### config.mk
export PLATFORM = sky130hd
export DESIGN_NAME = alu_exec_unit_flat
export DESIGN_NICKNAME = d
export VERILOG_FILES = /design/src/rtl/alu_pkg.sv /design/src/rtl/alu_exec_unit_if.sv /design/src/rtl/alu_shifter.sv /design/src/rtl/alu_exec_unit.sv /design/src/flat_wrapper.sv
export SDC_FILE = /design/constraint.sdc
export NUM_CORES = 1
export LEC_CHECK = 0
export CORE_UTILIZATION = 50
export DETAILED_ROUTE_END_ITERATION = 8
export GPL_TIMING_DRIVEN = 0
export PLACE_DENSITY = 0.79
export SLEW_MARGIN = 40
export SYNTH_ARGS = -nofsm -noshare
export SYNTH_HDL_FRONTEND = slang
export SYNTH_SLANG_ARGS = --single-unit
### constraint.sdc
create_clock -name clk -period 2.83 [get_ports clk]
set_clock_uncertainty 0.15 [all_clocks]
set_input_delay 0.283 -clock clk [delete_from_list [all_inputs] [get_ports clk]]
set_output_delay 0.283 -clock clk [all_outputs]
set_load 0.05 [all_outputs]
### src/rtl/alu_pkg.sv
// Shared aluC codes, FSM state and shift-kind types for the execute unit.
// The decode stage imports these codes so both ends agree.
package alu_pkg;

   localparam logic [3:0] ALU_ADD  = 4'b0000;
   localparam logic [3:0] ALU_ADD1 = 4'b0001;
   localparam logic [3:0] ALU_SUB  = 4'b0010;
   localparam logic [3:0] ALU_AND  = 4'b0011;
   localparam logic [3:0] ALU_OR   = 4'b0100;
   localparam logic [3:0] ALU_XOR  = 4'b0101;
   localparam logic [3:0] ALU_NOR  = 4'b0110;
   localparam logic [3:0] ALU_SLT  = 4'b0111;
   localparam logic [3:0] ALU_SLTU = 4'b1000;
   localparam logic [3:0] ALU_SLL  = 4'b1001;
   localparam logic [3:0] ALU_SRL  = 4'b1010;
   localparam logic [3:0] ALU_SRA  = 4'b1011;

   typedef enum logic [1:0] {
      S_IDLE  = 2'b00,
      S_SHIFT = 2'b01,
      S_DONE  = 2'b10
   } alu_state_e;

   typedef enum logic [1:0] {
      SH_SLL = 2'b00,
      SH_SRL = 2'b01,
      SH_SRA = 2'b10
   } shift_kind_e;

   function automatic logic is_shift(input logic [3:0] code);
      return (code == ALU_SLL) || (code == ALU_SRL) || (code == ALU_SRA);
   endfunction

   // 1100..1111 are unassigned
   function automatic logic is_illegal(input logic [3:0] code);
      return code[3] & code[2];
   endfunction

   function automatic shift_kind_e shift_kind(input logic [3:0] code);
      shift_kind_e k;
      case (code)
         ALU_SRL: k = SH_SRL;
         ALU_SRA: k = SH_SRA;
         default: k = SH_SLL;
      endcase
      return k;
   endfunction

endpackage

### src/rtl/alu_exec_unit_if.sv
// Request/response bundle between the issue stage, the execute unit and writeback.
interface alu_exec_unit_if #(parameter int WIDTH = 32);

   logic             in_valid;
   logic             in_ready;
   logic [3:0]       aluC;
   logic [WIDTH-1:0] op_a;
   logic [WIDTH-1:0] op_b;
   logic             out_valid;
   logic             out_ready;
   logic [WIDTH-1:0] result;
   logic             zero;
   logic             carry;
   logic             ovf;
   logic             illegal;

   modport master (
      output in_valid, aluC, op_a, op_b, out_ready,
      input  in_ready, out_valid, result, zero, carry, ovf, illegal
   );

   modport slave (
      input  in_valid, aluC, op_a, op_b, out_ready,
      output in_ready, out_valid, result, zero, carry, ovf, illegal
   );

endinterface

### src/rtl/alu_shifter.sv
// Shifter for the execute unit: one-bit step per call by default, full barrel
// shifter when ALU_BARREL_EN is defined.
module alu_shifter
   import alu_pkg::*;
#(
   parameter  int WIDTH = 32,
   localparam int SHW   = $clog2(WIDTH)
) (
   input  logic [WIDTH-1:0] data,
   input  logic [SHW-1:0]   amt,
   input  shift_kind_e      kind,
   output logic [WIDTH-1:0] shifted
);

`ifdef ALU_BARREL_EN
   always_comb begin
      case (kind)
         SH_SLL:  shifted = data << amt;
         SH_SRL:  shifted = data >> amt;
         default: shifted = $signed(data) >>> amt;
      endcase
   end
`else
   logic [WIDTH-1:0] step;

   // amt only gates the step: a zero count leaves the data untouched
   always_comb begin
      case (kind)
         SH_SLL:  step = {data[WIDTH-2:0], 1'b0};
         SH_SRL:  step = {1'b0, data[WIDTH-1:1]};
         default: step = {data[WIDTH-1], data[WIDTH-1:1]};
      endcase
      shifted = (amt != '0) ? step : data;
   end
`endif

endmodule

### src/rtl/alu_exec_unit.sv
// Integer execute unit: single-cycle arith/logic, iterative shifts (barrel
// shifts with latency 1 when ALU_BARREL_EN is defined), valid/ready result.
//
// state   | meaning
// S_IDLE  | in_ready=1, waiting for a request
// S_SHIFT | iterative shift in progress, one bit per cycle
// S_DONE  | out_valid=1, result held until out_ready
module alu_exec_unit
   import alu_pkg::*;
#(
   parameter int WIDTH = 32
) (
   input  logic             clk,
   input  logic             rst_n,
   alu_exec_unit_if.slave   bus
);

   localparam int SHW = $clog2(WIDTH);

   alu_state_e       state_q, state_d;
   logic [WIDTH-1:0] result_q, result_d;
   logic             carry_q, carry_d;
   logic             ovf_q, ovf_d;
   logic             illegal_q, illegal_d;

   logic [WIDTH-1:0] alu_res;
   logic             alu_carry;
   logic             alu_ovf;
   logic [WIDTH:0]   sum;
   logic [WIDTH-1:0] b_eff;
   logic             sub;
   logic [SHW-1:0]   amt_in;

   logic [WIDTH-1:0] sh_data;
   logic [SHW-1:0]   sh_amt;
   shift_kind_e      sh_kind;
   logic [WIDTH-1:0] sh_out;

   assign amt_in = bus.op_b[SHW-1:0];

`ifdef ALU_BARREL_EN
   assign sh_data = bus.op_a;
   assign sh_amt  = amt_in;
   assign sh_kind = shift_kind(bus.aluC);
`else
   logic [SHW-1:0] cnt_q, cnt_d;
   shift_kind_e    kind_q, kind_d;

   // the result register doubles as the shift register while iterating
   assign sh_data = result_q;
   assign sh_amt  = cnt_q;
   assign sh_kind = kind_q;
`endif

   alu_shifter #(.WIDTH(WIDTH)) u_shifter (
      .data    (sh_data),
      .amt     (sh_amt),
      .kind    (sh_kind),
      .shifted (sh_out)
   );

   always_comb begin
      sub       = (bus.aluC == ALU_SUB);
      b_eff     = sub ? ~bus.op_b : bus.op_b;
      sum       = {1'b0, bus.op_a} + {1'b0, b_eff} + {{WIDTH{1'b0}}, sub};
      alu_res   = '0;
      alu_carry = 1'b0;
      alu_ovf   = 1'b0;
      case (bus.aluC)
         ALU_ADD, ALU_ADD1, ALU_SUB: begin
            alu_res   = sum[WIDTH-1:0];
            alu_carry = sum[WIDTH];
            alu_ovf   = (bus.op_a[WIDTH-1] == b_eff[WIDTH-1]) &&
                        (sum[WIDTH-1] != bus.op_a[WIDTH-1]);
         end
         ALU_AND:  alu_res = bus.op_a & bus.op_b;
         ALU_OR:   alu_res = bus.op_a | bus.op_b;
         ALU_XOR:  alu_res = bus.op_a ^ bus.op_b;
         ALU_NOR:  alu_res = ~(bus.op_a | bus.op_b);
         ALU_SLT:  alu_res = {{(WIDTH-1){1'b0}}, ($signed(bus.op_a) < $signed(bus.op_b))};
         ALU_SLTU: alu_res = {{(WIDTH-1){1'b0}}, (bus.op_a < bus.op_b)};
`ifdef ALU_BARREL_EN
         ALU_SLL, ALU_SRL, ALU_SRA: alu_res = sh_out;
`else
         ALU_SLL, ALU_SRL, ALU_SRA: alu_res = bus.op_a;
`endif
         default:  alu_res = '0;
      endcase
   end

   always_comb begin
      state_d       = state_q;
      result_d      = result_q;
      carry_d       = carry_q;
      ovf_d         = ovf_q;
      illegal_d     = illegal_q;
`ifndef ALU_BARREL_EN
      cnt_d         = cnt_q;
      kind_d        = kind_q;
`endif
      bus.in_ready  = 1'b0;
      bus.out_valid = 1'b0;
      case (state_q)
         S_IDLE: begin
            bus.in_ready = 1'b1;
            if (bus.in_valid) begin
               result_d  = alu_res;
               carry_d   = alu_carry;
               ovf_d     = alu_ovf;
               illegal_d = is_illegal(bus.aluC);
               state_d   = S_DONE;
`ifndef ALU_BARREL_EN
               if (is_shift(bus.aluC) && (amt_in != '0)) begin
                  cnt_d   = amt_in;
                  kind_d  = shift_kind(bus.aluC);
                  state_d = S_SHIFT;
               end
`endif
            end
         end
`ifndef ALU_BARREL_EN
         S_SHIFT: begin
            result_d = sh_out;
            cnt_d    = cnt_q - 1'b1;
            if (cnt_q == SHW'(1)) begin
               state_d = S_DONE;
            end
         end
`endif
         S_DONE: begin
            bus.out_valid = 1'b1;
            if (bus.out_ready) begin
               state_d = S_IDLE;
            end
         end
         default: state_d = S_IDLE;
      endcase
   end

   always_ff @(posedge clk or negedge rst_n) begin
      if (!rst_n) begin
         state_q   <= S_IDLE;
         result_q  <= '0;
         carry_q   <= 1'b0;
         ovf_q     <= 1'b0;
         illegal_q <= 1'b0;
`ifndef ALU_BARREL_EN
         cnt_q     <= '0;
         kind_q    <= SH_SLL;
`endif
      end else begin
         state_q   <= state_d;
         result_q  <= result_d;
         carry_q   <= carry_d;
         ovf_q     <= ovf_d;
         illegal_q <= illegal_d;
`ifndef ALU_BARREL_EN
         cnt_q     <= cnt_d;
         kind_q    <= kind_d;
`endif
      end
   end

   assign bus.result  = result_q;
   assign bus.zero    = (result_q == '0);
   assign bus.carry   = carry_q;
   assign bus.ovf     = ovf_q;
   assign bus.illegal = illegal_q;

endmodule

### src/flat_wrapper.sv
// flat-port wrapper written by rule: the top's interface ports become plain ports
module alu_exec_unit_flat import alu_pkg::*;
#(
   parameter int WIDTH = 32
)
  (clk, rst_n, bus_in_valid, bus_aluC, bus_op_a, bus_op_b, bus_out_ready, bus_in_ready, bus_out_valid, bus_result, bus_zero, bus_carry, bus_ovf, bus_illegal);
  alu_exec_unit_if #(.WIDTH(WIDTH)) bus_i ();
  input  logic clk;
  input  logic rst_n;
  input wire logic [$bits(bus_i.in_valid)-1:0] bus_in_valid;
  input wire logic [$bits(bus_i.aluC)-1:0] bus_aluC;
  input wire logic [$bits(bus_i.op_a)-1:0] bus_op_a;
  input wire logic [$bits(bus_i.op_b)-1:0] bus_op_b;
  input wire logic [$bits(bus_i.out_ready)-1:0] bus_out_ready;
  output wire logic [$bits(bus_i.in_ready)-1:0] bus_in_ready;
  output wire logic [$bits(bus_i.out_valid)-1:0] bus_out_valid;
  output wire logic [$bits(bus_i.result)-1:0] bus_result;
  output wire logic [$bits(bus_i.zero)-1:0] bus_zero;
  output wire logic [$bits(bus_i.carry)-1:0] bus_carry;
  output wire logic [$bits(bus_i.ovf)-1:0] bus_ovf;
  output wire logic [$bits(bus_i.illegal)-1:0] bus_illegal;
  assign bus_i.in_valid = bus_in_valid;
  assign bus_i.aluC = bus_aluC;
  assign bus_i.op_a = bus_op_a;
  assign bus_i.op_b = bus_op_b;
  assign bus_i.out_ready = bus_out_ready;
  assign bus_in_ready = bus_i.in_ready;
  assign bus_out_valid = bus_i.out_valid;
  assign bus_result = bus_i.result;
  assign bus_zero = bus_i.zero;
  assign bus_carry = bus_i.carry;
  assign bus_ovf = bus_i.ovf;
  assign bus_illegal = bus_i.illegal;
  alu_exec_unit #(.WIDTH(WIDTH)) u_core (.clk(clk), .rst_n(rst_n), .bus(bus_i));
endmodule
; ---- Word-level counts from Yosys, hierarchy flattened
; Index checks and enable logic that the tools add are counted.
[totals]
mem_bits_rw = 0
latchBits = 0
memories = 0
wordCells = 80
out_inout_bits = 38
register_bits = 44
romBits = 0
input_bits = 72
[op_classes]
eq_ne = 23
bitwise = 6
n_mux = 19
addsub = 3
n_mul = 0
n_lt_le_gt_ge = 2
div = 0
reduce_logical = 19
shift = 0
[op_table]
columns = cell, count
row1 = 32-bit case mux with 8 select lines, 1
row2 = 32-bit case mux with 2 select lines, 2
row3 = 32-bit 2-to-1 mux, 3
row4 = 32-bit < comparator, 2
row5 = 32-bit inverter, 2
row6 = 32-bit by 32-bit adder with 33-bit output, 1
row7 = 33-bit by 1-bit adder with 33-bit output, 1
row8 = 32-bit AND, 1
row9 = 32-bit logical NOT, 1
row10 = 32-bit bitwise OR, 1
row11 = 32-bit XOR, 1
row12 = "4-bit by 3-bit equality test with 1-bit output, second input constant", 4
row13 = "4-bit equality test, second input constant", 4
row14 = 3-bit AND reduction, 4
row15 = 5-bit 2-to-1 mux, 2
row16 = 5-bit case mux with 2 select lines, 1
row17 = 5-bit nonzero test, 2
row18 = "4-bit by 2-bit equality test with 1-bit output, second input constant", 2
row19 = 2-bit 2-to-1 mux, 4
row20 = "2-bit != test, second input constant", 3
row21 = 2-bit case mux with 3 select lines, 1
row22 = 3-bit OR reduction, 2
row23 = "5-bit by 1-bit equality test with 1-bit output, second input constant", 1
row24 = "5-bit by 1-bit subtractor with 5-bit output, second input constant", 1
row25 = 17 further kinds, 25

; ---- Depth between registers and ports, before layout
[depth]
depth_word = 7
depth_mapped = 16
ltp_nobuf = 13

; ---- Modules after synthesis
; A second synthesis with hierarchy kept.
[unflattened]
hier_cells = 956
area_unflattened_um2 = 7928.9
[by_module_without_submodules]
columns = mod, cells_each, instances, seq_area_each_um2, area_per_inst_um2
row1 = alu_exec_unit, 881, 1, 1101.1, 6880.3
row2 = alu_shifter, 75, 1, 0.0, 1048.5

; ---- Least setup slack after synthesis
; No wires, ideal clock.
[synth_path]
kind = input to register
from = input bus_aluC[0]
to = register u_core.result_q[28] (netlist: u_core.bus.result[28])
cell_stages = 15
path_slack_ns = -0.949
arrival_time_ns = 3.502
setup_ns = 0.126
required_ns = 2.554
path_buffers = 3
cell_sequence = buf_6 nor4b_4 buf_4 clkbuf_1 mux2i_1 fa_1 nand3b_1 a2111oi_2 o211ai_1 a21oi_1 o21ai_2 a31oi_4 a22o_1 nor3_1 o32a_1
[synth_via]
elab_chain_cells = 7
elab_cells_between_ends = 20
cone_classes = add/sub: 2 / eq/ne: 11 / mux: 4 / reduce/logical: 3
[synth_rtl]
columns = element, line
row1 = "start, declared", flat_wrapper.sv:11  ; input wire logic [$bits(bus_i.aluC)-1:0] bus_aluC;
row2 = 4-bit by 2-bit equality test with 1-bit output, "alu_exec_unit.sv:63, alu_exec_unit.sv:69"
row3 = 32-bit 2-to-1 mux, alu_exec_unit.sv:64  ; b_eff = sub ? ~bus.op_b : bus.op_b;
row4 = 32-bit by 32-bit adder with 33-bit output, alu_exec_unit.sv:65  ; sum = {1'b0, bus.op_a} + {1'b0, b_eff} + {{WIDTH{1'b0}}, sub};
row5 = 33-bit by 1-bit adder with 33-bit output, alu_exec_unit.sv:65
row6 = 32-bit case mux with 8 select lines *, alu_exec_unit.sv:69  ; case (bus.aluC)
row7 = 32-bit 2-to-1 mux *, alu_exec_unit.sv:106  ; if (bus.in_valid) begin
row8 = 32-bit case mux with 2 select lines *, alu_exec_unit.sv:103  ; case (state_q)
row9 = "end signal, assigned", alu_exec_unit.sv:153  ; result_q <= result_d;
row10 = "end, declared", alu_exec_unit.sv:21  ; logic [WIDTH-1:0] result_q, result_d;
; Every way passes the cells marked *; elsewhere a longest branch is shown, timed or not. The select of a mux whose other input is x is not followed.
; A chain may end at the register's enable or synchronous reset.

; ---- Worst setup path after layout
[layout_path]
from = input bus_aluC[0]
to = register u_core.result_q[11] (netlist: u_core.bus.result[11])
; The elaborated chain is that of the path after synthesis.

==> flow_metrics.env <==
export IMPL_place_congestion=0.947
export IMPL_antenna_found_initial=1
export IMPL_cap_viol_max_count=0
export IMPL_worst_path_most_repeated_cell="buf_6"
export IMPL_core_um2=14500
export IMPL_grtUsageTotal_pct=33.9
export IMPL_clock_latency_ns=0.29
export IMPL_wire_per_inst_um=22.3
export IMPL_drv_slew=0
export IMPL_fin_crit_sh_pct=123
export IMPL_die_area_um2=15400
export IMPL_grt_max_degree=25
export IMPL_crit_chain="buf_8 > nor4b_4 > buf_6 > clkbuf_16 > xnor2_2 > ha_4 > nand4_1 > or3_1 > o2111a_2 > buf_6 > buf_6 > o21a_4 > a21oi_2 > xnor2_1 > o211ai_1 > a21oi_1 > a21oi_1"
export IMPL_area_growth_pct=39.4
export IMPL_grt_pass1_vias=7841
export IMPL_dp_hpwl_mm=19.3
export IMPL_cp_start_kind="input port"
export IMPL_final_hold_violation_count=0
export IMPL_worst_slew_pin_slew_ns=0.959
export IMPL_setup_viol=29
export IMPL_synth_seq_cells=44
export IMPL_hold_ws_ns=0.197
export IMPL_portBuffers=106
export IMPL_synthesis_nets=1192
export IMPL_grt_first_pass_wirelength_mm=42.0
export IMPL_drt_iter0_drc=1273
export IMPL_holdCritPathClass="in -> reg"
export IMPL_synth_distinct_cells=70
export IMPL_required_ns=2.83
export IMPL_cts_tree="done"
export IMPL_drcViolationCount=0
export IMPL_reg2reg_slack_ns=-0.02
export IMPL_fmax_mhz=287
export IMPL_worstSetupPathType="in -> reg"
export IMPL_cts_made_buffers=5
export IMPL_antenna_cells=0
export IMPL_cp_max_fo=9
export IMPL_period_needed_ns=3.48
export IMPL_p_total_mw=6.22
export IMPL_p_per_area_nw_per_um2=597
export IMPL_yosys_most_used_dff="dfrtp_1"
export IMPL_relSlewSlack_pct=36.1
export IMPL_fp_row_count=44
export IMPL_p_leak_nw=4.64
export IMPL_synth_async_reset_ratio_pct=100
export IMPL_die_w_um=124
export IMPL_clk_pin_slew_ns=0.06
export IMPL_violations="negative setup slack"
export IMPL_syn_avg_cell_area_um2=7.62
export IMPL_crit_arrival_ns=3.48
export IMPL_synth_edff_count=0
export IMPL_peakVddDrop_mv=0.459
export IMPL_num_vias=8820
export IMPL_ant_nets=0
export IMPL_drt_first_pass_iters=8
export IMPL_clockBufferDepth=2
export IMPL_final_nets=1356
export IMPL_drive_gt1_share_pct=19.3
export IMPL_rsz0062_at_grt="true"
export IMPL_root_buffer="clkbuf_16"
export IMPL_critPathTopFamily="compound AO/OA/AOI/OAI gates"
export IMPL_routed_wl_mm=29.6
export IMPL_htree_levels=2
export IMPL_yosysSeqAreaShare_pct=14.7
export IMPL_grt_ovfl_total=0
export IMPL_start_util_pct=51.4
export IMPL_netlist_area_um2=7470
export IMPL_end_kind="flop"
export IMPL_worst_path_max_delay_cell="or3_1"
export IMPL_die_y_um=124
export IMPL_cp_slowest_stage_delay_ns=0.39
export IMPL_run_status="finished, violations left"
export IMPL_cts_sinks=44
export IMPL_synth_warnings=0
export IMPL_pin_count=110
export IMPL_fin_ws_ns=-0.650
export IMPL_path_buf_inv=5
export IMPL_routed_via_density=6.63
export IMPL_synthCells=981
[power breakdown]
| group | switching, mW | internal (mW) |
|---|---|---|
| clock | 0.249 | 0.416 |
| combinational | 2.63 | 1.60 |
| sequential | 0.422 | 0.910 |
| total | 3.30 | 2.92 |
[metal layers]
layer	up-vias	GRT usage, %	wire [um]
li1	3884	-	-
met1	4149	46.9	11800
met2	627	52.0	12900
met3	158	5.41	3380
met4	2	14.7	1520
met5	-	0	13
[worst reg2reg max path, delay by kind of cell, from the launching register on]
family                 cells  cell delay, ns
buffers and inverters      3            1.02
AO/OA/AOI/OAI              2            0.65
AND/OR/NAND/NOR            2            0.55
flip-flops                 1            0.35
[area by class of cell]
class	count	area [um2]
timing repair buffer	161	1550
clock inverter	2	35.0
clock buffer	6	129
multi-input combinational	799	6770
fill	1093	4120
buffer	48	283
inverter	86	325
tap	184	230
sequential	44	1100
[sequential cells by signal, summed over array words and instances (netlist names)]
name	cells
u_core.state_q	2
u_core.bus.ovf	1
u_core.kind_q	2
u_core.cnt_q	5
u_core.bus.result	32
u_core.bus.illegal	1
u_core.bus.carry	1
[layout by cell type, fill, tap and decap left out, drive strengths merged, types with 45 or more instances in the layout]
cell type,instances
clkdlybuf4s50,66
o21ai,85
buf,64
nand2,109
clkbuf,54
nor2,51
a21oi,95
inv,86
ha,138
xnor2,45
[final timing paths]
path,start,end,depth (start not counted)
min in group asynchronous,rst_n,u_core.cnt_q[2],2
max,bus_aluC[0],u_core.bus.result[11],17
max reg2reg,u_core.state_q[1],u_core.bus.result[20],7
min reg2reg,u_core.bus.illegal,u_core.bus.illegal,2
min,bus_aluC[2],u_core.bus.illegal,3
max in group asynchronous,rst_n,u_core.bus.result[18],3
[logic make-up after synthesis]
group | after synthesis | share of synthesized area (%)
flip-flops | 44 | 14.7
multiplexers | 17 | 2.29
buffers and inverters | 138 | 7.12
XOR/XNOR | 60 | 7.03
AND/OR/NAND/NOR | 260 | 16.8
AO/OA/AOI/OAI | 323 | 28.7
adder cells (fa/ha/maj) | 139 | 23.4
[through the flow]
step | worst slack [ns] | cells | area [um2] | util, % | setup TNS (ns)
6_report | -0.650 | 1330 | 10400 | 71.7 | -12.81
5_1_grt | -0.688 | 1330 | 10400 | 71.7 | -13.85
4_1_cts | -0.581 | 1311 | 9810 | 67.5 | -6.58
3_5_place_dp | -1.43 | 1272 | 8900 | 61.2 | -33.80
3_3_place_gp | -1.45 | 1271 | 8870 | 61.1 | -32.50
2_1_floorplan | -0.468 | 981 | 7580 | - | -5.49
[cells in the mapped netlist, drive strengths merged (4+ instances only)]
library cell	n	area (um2)
o21bai	7	52.6
o32a	5	50.1
inv	86	323
a21oi	95	483
nor2b	9	56.3
nand2b	14	87.6
a2111oi	4	41.3
clkbuf	47	179
a222oi	29	290
o22ai	7	43.8
and3	4	25.0
o21a	4	30.0
nor2	51	191
a21o	17	128
o211ai	18	140
nand4	11	68.8
ha	138	1730
a211o	5	43.8
xor2	15	131
nand2	109	409
nor4	12	75.1
a22oi	6	45.0
o21ai	85	429
a221oi	7	67.6
a31oi	11	83.8
dfrtp	44	1100
mux2i	16	160
nor3	17	90.1
buf	5	30.0
nand3	13	75.1
xnor2	45	394
[timing repair]
action,CTS,global route
hold endpoints to repair,20,0
setup endpoints to repair,31,33
hold buffers,1,0
resized for setup,131,112
setup buffers,35,21
pin swaps,66,69
Note: power is estimated with default switching activity, not from simulation.
